## src/rtl/int_sequencer_pkg.sv

```systemverilog
`default_nettype none
// ============================================================================
// Package     : int_sequencer_pkg
// Description : Shared CPU constants for the interrupt sequencer and fetch stage.
// Revision    : 1.0 - initial release
// ============================================================================
package int_sequencer_pkg;

  localparam int CPU_ADDR_W     = 27;
  localparam int CPU_INT_VECTOR = 1;

  localparam logic [1:0] ST_IDLE = 2'd0;
  localparam logic [1:0] ST_PEND = 2'd1;
  localparam logic [1:0] ST_ISR  = 2'd2;
  localparam logic [1:0] ST_RET  = 2'd3;

  typedef enum logic [1:0] {
    S_IDLE = ST_IDLE,
    S_PEND = ST_PEND,
    S_ISR  = ST_ISR,
    S_RET  = ST_RET
  } seq_state_t;

endpackage
`default_nettype wire

```

## src/rtl/int_sequencer.sv

```systemverilog
`default_nettype none
// ============================================================================
// Module      : int_sequencer
// Description : Takes one interrupt at an instruction boundary, redirects fetch
//               to the ISR vector and restores the resume PC on RETI.
// Revision    : 1.0 - initial release
// ============================================================================
module int_sequencer
  import int_sequencer_pkg::*;
#(
  parameter int ADDR_W     = CPU_ADDR_W,
  parameter int INT_VECTOR = CPU_INT_VECTOR
) (
  input  logic              clk,
  input  logic              reset,
  input  logic              int_req,
  input  logic [7:0]        int_req_id,
  input  logic              gie_we,
  input  logic              gie_wdata,
  input  logic              bnd_valid,
  input  logic [ADDR_W-1:0] bnd_pc,
  input  logic              reti_exec,
  output logic              int_disabled,
  output logic              redirect,
  output logic [ADDR_W-1:0] redirect_pc,
  output logic              in_isr,
  output logic [7:0]        cur_int_id,
  output logic [ADDR_W-1:0] saved_pc
);

  localparam logic [ADDR_W-1:0] C_VECTOR = ADDR_W'($unsigned(INT_VECTOR));

  seq_state_t        r_state, w_state_nxt;
  logic              r_gie, w_gie_nxt;
  logic              r_int_disabled, w_int_disabled_nxt;
  logic              r_redirect, w_redirect_nxt;
  logic [ADDR_W-1:0] r_redirect_pc, w_redirect_pc_nxt;
  logic              r_in_isr, w_in_isr_nxt;
  logic [7:0]        r_cur_int_id, w_cur_int_id_nxt;
  logic [ADDR_W-1:0] r_saved_pc, w_saved_pc_nxt;

  always_ff @(posedge clk) begin
    if (reset) begin
      r_state        <= S_IDLE;
      r_gie          <= 1'b0;
      r_int_disabled <= 1'b1;
      r_redirect     <= 1'b0;
      r_redirect_pc  <= '0;
      r_in_isr       <= 1'b0;
      r_cur_int_id   <= '0;
      r_saved_pc     <= '0;
    end else begin
      r_state        <= w_state_nxt;
      r_gie          <= w_gie_nxt;
      r_int_disabled <= w_int_disabled_nxt;
      r_redirect     <= w_redirect_nxt;
      r_redirect_pc  <= w_redirect_pc_nxt;
      r_in_isr       <= w_in_isr_nxt;
      r_cur_int_id   <= w_cur_int_id_nxt;
      r_saved_pc     <= w_saved_pc_nxt;
    end
  end

  always_comb begin
    w_state_nxt       = r_state;
    w_gie_nxt         = gie_we ? gie_wdata : r_gie;
    w_redirect_nxt    = 1'b0;
    w_redirect_pc_nxt = r_redirect_pc;
    w_in_isr_nxt      = r_in_isr;
    w_cur_int_id_nxt  = r_cur_int_id;
    w_saved_pc_nxt    = r_saved_pc;

    case (r_state)
      // Acceptance is gated by the registered int_disabled, i.e. the old gie.
      S_IDLE: begin
        if (int_req && !r_int_disabled) begin
          w_cur_int_id_nxt = int_req_id;
          w_state_nxt      = S_PEND;
        end
      end
      S_PEND: begin
        if (bnd_valid) begin
          w_saved_pc_nxt    = bnd_pc;
          w_redirect_nxt    = 1'b1;
          w_redirect_pc_nxt = C_VECTOR;
          w_in_isr_nxt      = 1'b1;
          w_state_nxt       = S_ISR;
        end
      end
      S_ISR: begin
        if (reti_exec) begin
          w_redirect_nxt    = 1'b1;
          w_redirect_pc_nxt = r_saved_pc;
          w_state_nxt       = S_RET;
        end
      end
      S_RET: begin
        w_in_isr_nxt = 1'b0;
        w_state_nxt  = S_IDLE;
      end
      default: w_state_nxt = S_IDLE;
    endcase

    // Computed from next-state values so the output is high the cycle after acceptance.
    w_int_disabled_nxt = (w_state_nxt != S_IDLE) || !w_gie_nxt;
  end

  assign int_disabled = r_int_disabled;
  assign redirect     = r_redirect;
  assign redirect_pc  = r_redirect_pc;
  assign in_isr       = r_in_isr;
  assign cur_int_id   = r_cur_int_id;
  assign saved_pc     = r_saved_pc;

endmodule
`default_nettype wire

```

## config.mk

```make
export PLATFORM = sky130hd
export DESIGN_NAME = int_sequencer
export DESIGN_NICKNAME = d
export VERILOG_FILES = /design/src/rtl/int_sequencer_pkg.sv /design/src/rtl/int_sequencer.sv
export SDC_FILE = /design/constraint.sdc
export NUM_CORES = 1
export LEC_CHECK = 0
export ABC_AREA = 1
export ABC_CLOCK_PERIOD_IN_PS = 1400
export CAP_MARGIN = 20
export CORE_MARGIN = 5
export CORE_UTILIZATION = 35
export DETAILED_ROUTE_END_ITERATION = 6
export PLACE_DENSITY = 0.77
export REMOVE_ABC_BUFFERS = 1
export SYNTH_ARGS = -nofsm -noshare
export SYNTH_HDL_FRONTEND = slang
export SYNTH_SLANG_ARGS = --single-unit
```

## constraint.sdc

```tcl
create_clock -name clk -period 1.4 [get_ports clk]
set_input_delay 0.14 -clock clk [delete_from_list [all_inputs] [get_ports clk]]
set_output_delay 0.14 -clock clk [all_outputs]
set_load 0.1 [all_outputs]
```

# Word-level counts from Yosys, hierarchy flattened
# Cells that the tools add are included.
[totals]
elab_cells = 38
mem_bits_ro = 0
output_inout_bits = 65
regBits = 68
memories = 0
ram_bits = 0
latch_bits = 0
[classes]
n_mul = 0
n_reduce_logical = 12
n_shift = 0
magnitude_cmp = 0
eq_ne = 5
addsub = 0
bitwise_logic = 0
div_mod_pow = 0
mux = 13
[ops]
columns = ["op", "count"]
rows = [
  ["27-bit two-way mux", 2],
  ["27-bit case mux with 2 select lines", 1],
  ["2-bit case mux with 4 select lines", 1],
  ["2-bit two-way mux", 3],
  ["2-bit AND reduction", 3],
  ["2-bit nonzero test", 3],
  ["2-bit equality test (second input constant)", 2],
  ["1-bit two-way mux", 4],
  ["2-bit inequality test (second input constant)", 2],
  ["1-bit case mux with 2 select lines", 2],
  ["3-bit AND reduction", 1],
  ["2-bit by 1-bit equality test with 1-bit output (second input constant)", 1],
  ["1-bit logical NOT", 2],
  ["2-bit logical NOT", 1],
  ["1-bit logical AND", 1],
  ["1-bit logical OR", 1],
]

# Depth between registers and ports, before layout
# Gate-level depths: netlist of the first run.
[logic_depth]
ltp_word = 6
mapped_depth = 10
depth_no_buf = 8

# Least setup slack after synthesis of the first run
# OpenSTA, ideal clock, no wires.
[synth_timing]
path_type = "register to register"
start = "register r_int_disabled (netlist: int_disabled)"
end = "register r_cur_int_id[0] (netlist: cur_int_id[0])"
t_required_ns = 1.329
path_slack_ns = -0.537
path_stages_with_launch = 5
setup_ns = 0.071
synth_period_minus_slack_ns = 1.937
arrival_time_ns = 1.867
n_path_buf = 0
path_cell_list = "dfxtp_1 clkinv_1 nand3_1 nand2_1 a21oi_1"
[synth_between]
elab_chain_cells = 3
[synth_rtl]
columns = ["element", "line_no", "rtl"]
rows = [
  ["start: declaration", "int_sequencer.sv:35", "logic r_int_disabled, w_int_disabled_nxt;"],
  ["start signal: assignment", "int_sequencer.sv:55", "r_int_disabled <= w_int_disabled_nxt;"],
  ["1-bit logical NOT", "int_sequencer.sv:76", "if (int_req && !r_int_disabled) begin"],
  ["1-bit logical AND", "int_sequencer.sv:76", ""],
  ["2-bit AND reduction (no line)", "--", ""],
  ["end signal: assignment", "int_sequencer.sv:59", "r_cur_int_id <= w_cur_int_id_nxt;"],
  ["end: declaration", "int_sequencer.sv:39", "logic [7:0] r_cur_int_id, w_cur_int_id_nxt;"],
]
# No other way between the ends.
# A chain may end at the register's enable or synchronous reset.

# Final worst setup path of the first run
[layout_timing]
start = "register r_state[0]"
end = "register r_redirect_pc[14] (netlist: redirect_pc[14])"
[layout_between]
elab_chain_cells = 3
[layout_rtl]
columns = ["element", "line_no", "rtl"]
rows = [
  ["start: declaration", "int_sequencer.sv:33", "seq_state_t r_state, w_state_nxt;"],
  ["start signal: assignment", "int_sequencer.sv:53", "r_state <= w_state_nxt;"],
  ["2-bit equality test or 2-bit by 1-bit equality test with 1-bit output (tied branches)", "int_sequencer.sv:73", "case (r_state)"],
  ["2-bit inequality test (no line) or 2-bit nonzero test (tied branches)", "--", ""],
  ["3-bit AND reduction (no line)", "--", ""],
  ["end signal: assignment", "int_sequencer.sv:57", "r_redirect_pc <= w_redirect_pc_nxt;"],
  ["end: declaration", "int_sequencer.sv:37", "logic [ADDR_W-1:0] r_redirect_pc, w_redirect_pc_nxt;"],
]
# Parallel ways exist; a longest one is shown, timed or not.

==> impl_metrics.yaml, run 1 <==
layout:
  nets: 552
  final_area_um2: 5270
  syn2layout_area_growth_pct: 77.4
  most-common-layout-cells: "102 x nor2_1, 73 x buf_12, 68 x nand2_1"
  layout-drive-gt1-share_pct: 30.8
  final_common_cell: "nor2_1"
  diodes: 0
  fill_cells: 676
sta:
  finalCritPeriodShare_pct: 97.3
  finClkSkew_ns: 0.00777
  setup_viol: 0
  worstMarginPinSlew_ns: 0.254
  rsz0062_at_grt: "true"
  relSlewSlack_pct: 83.1
  period_needed_ns: 1.36
  hold_viol_final: 0
  timing.fmax_mhz: 734
  finalMaxSlewViolations: 0
  setup_slack_ns: 0.0374
critical_path:
  crit_fanout: 6
  cp_top_family: "simple AND/OR/NAND/NOR gates"
  crit_top_cell: "nand2_4"
  slowest_delay_ns: 0.37
  cp_cell_sequence: "inv_2 > ha_4 > nand2_4 > inv_1 > nand2_4 > nand2_4 > nor2_1 > nor2_1"
  criticalPathCategory: "register to register"
  crit_path_top_delay_cell: "dfxtp_4"
  cp.required_ns: 1.63
  cp-start-kind: "register"
  endpoint_kind: "register"
  worstPathArrival_ns: 1.59
  crit_buf_inv: 2
clock_network:
  worstSkewPairLatency_ns: 0.33
  cts_max_path_buffers: 2
  cts_root_buf: "clkbuf_8"
  htree_levels: 3
  clk_pin_slew_ns: 0.07
  tritoncts.num_buffers: 9
  cts.sinks: 68
  cts_tree: "done"
floorplan:
  die_area_um2: 10400
  coreArea_um2: 8260
  io-pin-count: 107
  start_util_pct: 36.0
  fp.dieW_um: 102
  rows: 33
  die_y_um: 102
detailed_routing:
  routed_wl_um: 9080
  drc: 0
  firstDrtPassIters: 4
  wire_per_inst_um: 14.8
  viasPerCell: 4.78
  drt_iter0_drc: 97
  vias: 2933
  drtAntennaViolNets: 0
pwr:
  total_power_mw: 10.8
  powerDensity_nw_per_um2: 2060
  seqPwrFrac_pct: 25.9
  p_leak_nw: 2.11
  clkPwrFrac_pct: 12.1
  swShare_pct: 49.4
  peakVddDrop_mv: 0.923
  p_switching_mw: 5.36
  p_comb_share_pct: 62.1
  p_int_mw: 5.48
place:
  place_ws_ns: -0.145
  dp_hpwl_um: 6380
  io_buffers: 106
  placed_area_um2: 4820
  globalplace.congestion: 0.853
yosys:
  netlist_instances: 382
  synth-seq-area-share_pct: 45.8
  synth_cell_type_count: 21
  synth_area_um2: 2970
  synth_seq_cells: 68
  synth_warnings: 0
  avgSynthCellArea_um2: 7.77
grt:
  grt_usage_pct: 17.0
  grt_pass1_wl_um: 13800
  grt_pass1_vias: 2913
  grt_overflow: 0
  grt_max_degree: 32
  antenna_found_initial: 0
outcome:
  status: "complete, no violations"
hold_path:
  hold_path_class: "primary input to register"
run:
  maxCapViolCount: 0
[worst register-to-register path, stage by stage, from the launching register on]
cell,delay [ns]
dfxtp_4,0.37
inv_2,0.05
ha_4,0.18
nand2_4,0.08
inv_1,0.07
nand2_4,0.19
nand2_4,0.12
nor2_1,0.14
nor2_1,0.06
[metrics by stage]
step	setup TNS, ns	utilization [%]	hold WS (ns)	instances
final	0	63.8	0.383	614
after global routing	-0.332	63.8	0.372	614
after CTS	0	61.0	0.366	608
after detailed placement	-3.19	58.3	0.494	590
after global placement	-0.952	58.3	0.486	590
after floorplan	-22.88	-	0.209	358
[layout make-up]
| class | count | area, um^2 | share of cell area (%) |
|---|---|---|---|
| clock buffer | 12 | 135 | 2.57 |
| clock inverter | 3 | 15.0 | 0.285 |
| inverter | 14 | 57.6 | 1.09 |
| multi-input combinational | 279 | 1500 | 28.5 |
| sequential | 68 | 1370 | 26.0 |
| tap | 105 | 131 | 2.49 |
| timing repair buffer | 133 | 2060 | 39.0 |
[flip-flops by register name, summed over array words and instances (netlist names)]
| signal | flops |
|---|---|
| int_disabled | 1 |
| r_state | 2 |
| in_isr | 1 |
| redirect_pc | 27 |
| r_gie | 1 |
| redirect | 1 |
| saved_pc | 27 |
| cur_int_id | 8 |
[synth_stat cells]
master,number,area (um^2)
a21oi_1,10,50.1
buf_12,2,40.0
buf_2,4,20.0
buf_6,11,124
clkbuf_1,4,15.0
clkbuf_8,2,27.5
clkinv_1,1,3.75
dfxtp_1,68,1360
dlymetal6s2s_1,1,12.5
ha_1,5,62.6
inv_1,11,41.3
inv_2,2,7.51
nand2_1,70,263
nand2_2,4,25.0
nand2_4,2,22.5
nand3_1,14,70.1
nand3_2,20,200
nand4_1,8,50.1
nor2_1,114,428
o21ai_0,25,125
o21ai_1,4,20.0
[metal layers]
layer	part of all wire (%)	vias to the layer above	global-route usage, %
met5	0	-	0
met4	0.90	0	4.44
met3	8.3	8	7.51
met2	52	83	30.1
met1	38	1380	18.5
li1	-	1462	-
[final timing paths]
| check | end | startpoint | cells after the start | slack (ns) |
|---|---|---|---|---|
| worst max-delay path | redirect_pc[14] | r_state[0] | 8 | 0.04 |
| worst min-delay path | cur_int_id[7] | int_req_id[7] | 3 | 0.38 |
| worst max register to register | redirect_pc[14] | r_state[0] | 8 | 0.04 |
| worst min register to register | cur_int_id[4] | cur_int_id[4] | 2 | 0.51 |
[timing repair]
item,CTS,global route
endpoints found under the hold margin,0,0
gates cloned,2,3
pin swaps,4,16
endpoints found under the setup margin,25,48
buffers inserted,1,3
resized for setup,9,35
hold buffers,0,0
[power groups by stage]
stage	combinational [mW]	sequential, mW	clock (mW)
global route	7.04	2.86	1.45
CTS	6.33	2.76	1.35
detailed placement	6.21	2.80	0
floorplan	1.33	5.12	0
global placement	6.09	2.78	0
finish	6.73	2.80	1.31
[kinds of logic (layout without fill, tap and decap cells)]
logic type                 count (synthesis)  after routing  share of synthesized area, %
buffers and inverters                     38            162                          9.82
and+or+nand+nor                          232            235                          35.7
adders and majority gates                  5              5                          2.11
AOI/OAI and AO/OA                         39             39                          6.57
DFF                                       68             68                          45.8
(Power assumes the default switching activity.)
==> inputs of run 2 (changes only) <==
Settings changed: CORE_UTILIZATION 35 to 33, PLACE_DENSITY 0.77 to 0.73.
==> run 2 against run 1 <==
Cell count increased by 0.16%. Sequential power about the same. Wire length decreased by 5.2%. Die area increased by 5.5%. Largest power group unchanged. Register-to-register slack improved by 0.03 ns. Highest routed layer unchanged. Count of clock-buffer cells in the layout decreased by 2.
==> impl_metrics.yaml, run 2 (synthesis results as in run 1) <==
critical_path:
  reg2reg_from: "r_state[1]"
  worstRegToRegCells: 8
  cp-start-kind: "register"
  crit_top_cell: "nor2_1"
  cp.required_ns: 1.64
  cp_top_family: "flip-flops"
  crit_path_top_delay_cell: "dfxtp_4"
  crit_end: "redirect_pc[14]"
  setup.worst_path.start: "r_state[1]"
  regToRegSetupSlack_ns: 0.07
  r2r_end: "redirect_pc[14]"
  path_depth: 8
  criticalPathCategory: "register to register"
  slowest_delay_ns: 0.38
  crit_fanout: 6
  endpoint_kind: "register"
  crit_buf_inv: 3
  cp_cell_sequence: "inv_2 > ha_4 > buf_4 > nand3_4 > buf_12 > nand2_4 > nor2_1 > nor2_1"
  worstPathArrival_ns: 1.57
layout:
  multiInputGateArea_um2: 1430
  nets: 549
  layout-drive-gt1-share_pct: 29.0
  final_area_um2: 5210
  final_common_cell: "nor2_1"
  fill_cells: 769
  utilization_pct: 59.5
  diodes: 0
  syn2layout_area_growth_pct: 75.5
  most-common-layout-cells: "112 x nor2_1, 75 x buf_12, 69 x nand2_1"
  area.sequential_um2: 1370
floorplan:
  io-pin-count: 107
  die_y_um: 105
  start_util_pct: 33.9
  coreArea_um2: 8760
  fp.dieW_um: 105
  rows: 34
  die_area_um2: 11000
clock_network:
  tritoncts.num_buffers: 9
  worstSkewPairLatency_ns: 0.34
  cts.sinks: 68
  cts_max_path_buffers: 2
  cts_root_buf: "clkbuf_8"
  postCtsHoldBufs: 0
  htree_levels: 3
  cts_tree: "done"
  clk_pin_slew_ns: 0.08
detailed_routing:
  wire_per_inst_um: 14.0
  viasPerCell: 4.67
  wl_met3_um: 473
  routed_wl_um: 8600
  top_layer: "met4"
  met1_length_um: 3690
  drt_iter0_drc: 79
  drc: 0
  firstDrtPassIters: 4
  drtAntennaViolNets: 0
  wl_met2_um: 4340
  vias: 2875
sta:
  setup_viol: 0
  finalCritPeriodShare_pct: 95.0
  rsz0062_at_grt: "true"
  period_needed_ns: 1.33
  relSlewSlack_pct: 84.1
  hold_viol_final: 0
  finalMaxSlewViolations: 0
  worstMarginPinSlew_ns: 0.238
  finClkSkew_ns: 0.0114
  timing.fmax_mhz: 752
outcome:
  status: "complete, no violations"
pwr:
  powerDensity_nw_per_um2: 2080
  total_power_mw: 10.8
  peakVddDrop_mv: 0.976
  p_leak_nw: 2.08
run:
  maxCapViolCount: 0
hold_path:
  hold_path_class: "primary input to register"
place:
  placed_area_um2: 4860
  io_buffers: 106
  dp_hpwl_um: 6050
  globalplace.congestion: 0.782
grt:
  grt_pass1_vias: 2803
  grt_pass1_wl_um: 14000
  grt_max_degree: 57
  grt_overflow: 0
  antenna_found_initial: 0
  grt_usage_pct: 15.6
[run 2: cell type report]
type / instances / area share, %
clock buffer: 10 / 2.64
clock inverter: 6 / 1.22
inverter: 14 / 1.06
multi-input combinational: 278 / 27.4
sequential: 68 / 26.3
tap: 108 / 2.59
timing repair buffer: 131 / 38.9
[run 2: worst min path at each step]
stage,slack [ns],to,cells after the start,startpoint
finish,0.40,saved_pc[13],3,bnd_pc[13]
global route,0.40,cur_int_id[2],3,int_req_id[2]
CTS,0.38,cur_int_id[7],3,int_req_id[7]
detailed placement,0.50,cur_int_id[1],2,cur_int_id[1]
global placement,0.49,cur_int_id[6],2,cur_int_id[6]
floorplan,0.21,cur_int_id[0],1,reset
[run 2: tightest hold or removal path: cells and delay by family]
family                 cells  cell delay [ns]
buffers and inverters      1             0.39
AO/OA/AOI/OAI              1             0.13
AND/OR/NAND/NOR            1             0.04
[run 2: report_power, final]
part           internal, mW  total, mW  switching, mW  leakage (nW)
Sequential             2.33       2.78          0.445         0.554
Combinational          2.38       6.44           4.05          1.43
Clock                 0.867       1.61          0.745        0.0983
Total                  5.58       10.8           5.24          2.08
[run 2: repair_timing]
action,in CTS,in global routing
setup buffers,1,1
resized for setup,10,13
pin swaps,2,3
setup endpoints to repair,28,37
endpoints found under the hold margin,0,0
cloned,2,0
[run 2: layer usage]
| metal | up-vias | GRT usage, % |
|---|---|---|
| met5 | - | 0 |
| met4 | 0 | 4.75 |
| met3 | 9 | 4.81 |
| met2 | 94 | 25.5 |
| met1 | 1309 | 19.6 |
| li1 | 1463 | - |
[run 2: stage by stage]
| stage | setup WS, ns | hold WS [ns] | cells | TNS, ns |
|---|---|---|---|---|
| floorplan | -0.573 | 0.209 | 358 | -22.88 |
| global placement | -0.0469 | 0.491 | 595 | -1.04 |
| detailed placement | -0.118 | 0.497 | 595 | -2.21 |
| CTS | 0.0161 | 0.382 | 614 | 0 |
| global route | -0.0213 | 0.396 | 615 | -0.0361 |
| finish | 0.0702 | 0.395 | 615 | 0 |
==> inputs of run 3 (changes only) <==
Settings changed: RECOVER_POWER set to 25.
==> run 3 against run 2 <==
Setup slack worse by 0.0060 ns. Total power shrank 5.7%. Count of clock-buffer cells in the layout stayed put. Largest power group unchanged. Highest routed layer unchanged.
==> impl_metrics.yaml, run 3 (synthesis results as in run 1) <==
outcome:
  status: "complete, no violations"
critical_path:
  cp_cell_sequence: "inv_2 > ha_4 > buf_4 > nand3_4 > buf_12 > nand2_4 > nor2_1 > nor2_1"
  crit_fanout: 6
  cp.required_ns: 1.64
  crit_path_top_delay_cell: "dfxtp_4"
  reg2reg_from: "r_state[1]"
  endpoint_kind: "register"
  cp-start-kind: "register"
  worstRegToRegCells: 8
  worstPathArrival_ns: 1.57
  criticalPathCategory: "register to register"
  r2r_end: "redirect_pc[14]"
  crit_top_cell: "nor2_1"
  slowest_delay_ns: 0.38
  setup.worst_path.start: "r_state[1]"
  regToRegSetupSlack_ns: 0.06
pwr:
  clkPwrFrac_pct: 15.8
  seqPwrFrac_pct: 26.2
  p_int_mw: 5.05
  swShare_pct: 50.5
  p_leak_nw: 1.99
  p_switching_mw: 5.15
  p_comb_share_pct: 58.0
  peakVddDrop_mv: 0.889
  powerDensity_nw_per_um2: 2140
clock_network:
  cts_max_path_buffers: 2
  postCtsHoldBufs: 0
  tritoncts.num_buffers: 9
  cts_tree: "done"
  cts.sinks: 68
  cts_root_buf: "clkbuf_8"
  htree_levels: 3
  clk_pin_slew_ns: 0.08
  worstSkewPairLatency_ns: 0.34
sta:
  relSlewSlack_pct: 65.7
  hold_viol_final: 0
  period_needed_ns: 1.34
  setup_viol: 0
  finalCritPeriodShare_pct: 95.4
  timing.fmax_mhz: 749
  worstMarginPinSlew_ns: 0.518
  finalMaxSlewViolations: 0
  finClkSkew_ns: 0.0104
  rsz0062_at_grt: "true"
grt:
  grt_usage_pct: 15.6
  use_met3_pct: 4.81
  met1_usage_pct: 19.6
  grt_max_degree: 57
  grt_pass1_vias: 2803
  antenna_found_initial: 0
  grt_pass1_wl_um: 14000
  grt_overflow: 0
  top_usage_layer: "met2"
  grt_use_met2_pct: 25.5
layout:
  utilization_pct: 54.4
  most-common-layout-cells: "112 x nor2_1, 69 x nand2_1, 66 x dfxtp_1"
  diodes: 0
  area.sequential_um2: 1370
  fin_cells: 615
  nets: 549
  fill_cells: 822
  multiInputGateArea_um2: 1430
  final_common_cell: "nor2_1"
  layout-drive-gt1-share_pct: 29.0
  syn2layout_area_growth_pct: 60.5
place:
  dp_cells: 595
  dp_hpwl_um: 6050
  io_buffers: 106
  globalplace.congestion: 0.782
detailed_routing:
  vias: 2873
  viasPerCell: 4.67
  drc: 0
  wire_per_inst_um: 14.1
  routed_wl_um: 8690
  firstDrtPassIters: 4
  drt_iter0_drc: 75
  drtAntennaViolNets: 0
floorplan:
  die_y_um: 105
  die_area_um2: 11000
  start_util_pct: 33.9
  coreArea_um2: 8760
  fp.dieW_um: 105
  io-pin-count: 107
  rows: 34
hold_path:
  hold_end: "saved_pc[13]"
  hp-start: "bnd_pc[13]"
  hold_path_class: "primary input to register"
  hold_depth: 3
run:
  maxCapViolCount: 0
[run 3: area by class of cell]
class                   instances  area share (%)
inverters                      14            1.16
well taps                     108            2.84
flip-flops and latches         68            28.7
clock buffers                  10            2.89
multi-input cells             278            29.9
repair buffers                131            33.1
clock inverters                 6            1.34
[run 3: worst max path at each step]
stage / end / depth (start not counted)
3_3_place_gp: redirect_pc[17] / 7
5_1_grt: redirect_pc[11] / 8
3_5_place_dp: redirect_pc[8] / 8
4_1_cts: redirect_pc[4] / 8
6_report: redirect_pc[14] / 8
2_1_floorplan: redirect_pc[3] / 7
[run 3: power by group through the flow]
stage          clock network [mW]  registers [mW]  logic (mW)
5_1_grt                      1.76            2.73        6.24
2_1_floorplan                   0            5.12        1.33
3_5_place_dp                    0            2.80        6.25
4_1_cts                      1.65            2.77        6.39
6_report                     1.62            2.67        5.92
3_3_place_gp                    0            2.79        6.17
[run 3: per-layer routing]
metal,part of all wire [%],vias up
li1,-,1462
met1,44,1316
met2,50,84
met5,0,-
met3,5.1,11
met4,1.2,0
[run 3: per-stage QoR]
stage	setup TNS (ns)	power (mW)	hold slack (ns)	instance area, um^2	worst slack, ns
floorplan	-22.88	6.45	0.209	2730	-0.573
global placement	-1.04	8.96	0.491	4860	-0.0469
detailed placement	-2.21	9.06	0.497	4860	-0.118
CTS	0	10.8	0.382	5140	0.0161
global route	-0.0334	10.7	0.396	4760	-0.0213
finish	0	10.2	0.395	4760	0.0642
[run 3: critical path, delay by kind of cell (launching register included)]
kind / cells / cell delay, ns
fa+ha+maj: 1 / 0.18
buf+inv: 3 / 0.33
flops: 1 / 0.38
simple gates: 4 / 0.34
[run 3: what timing repair did]
item | CTS | global route
pin swaps | 2 | 3
gates resized for setup | 10 | 13
gates cloned | 2 | 0
buffers inserted | 1 | 1
endpoints found under the setup margin | 28 | 37
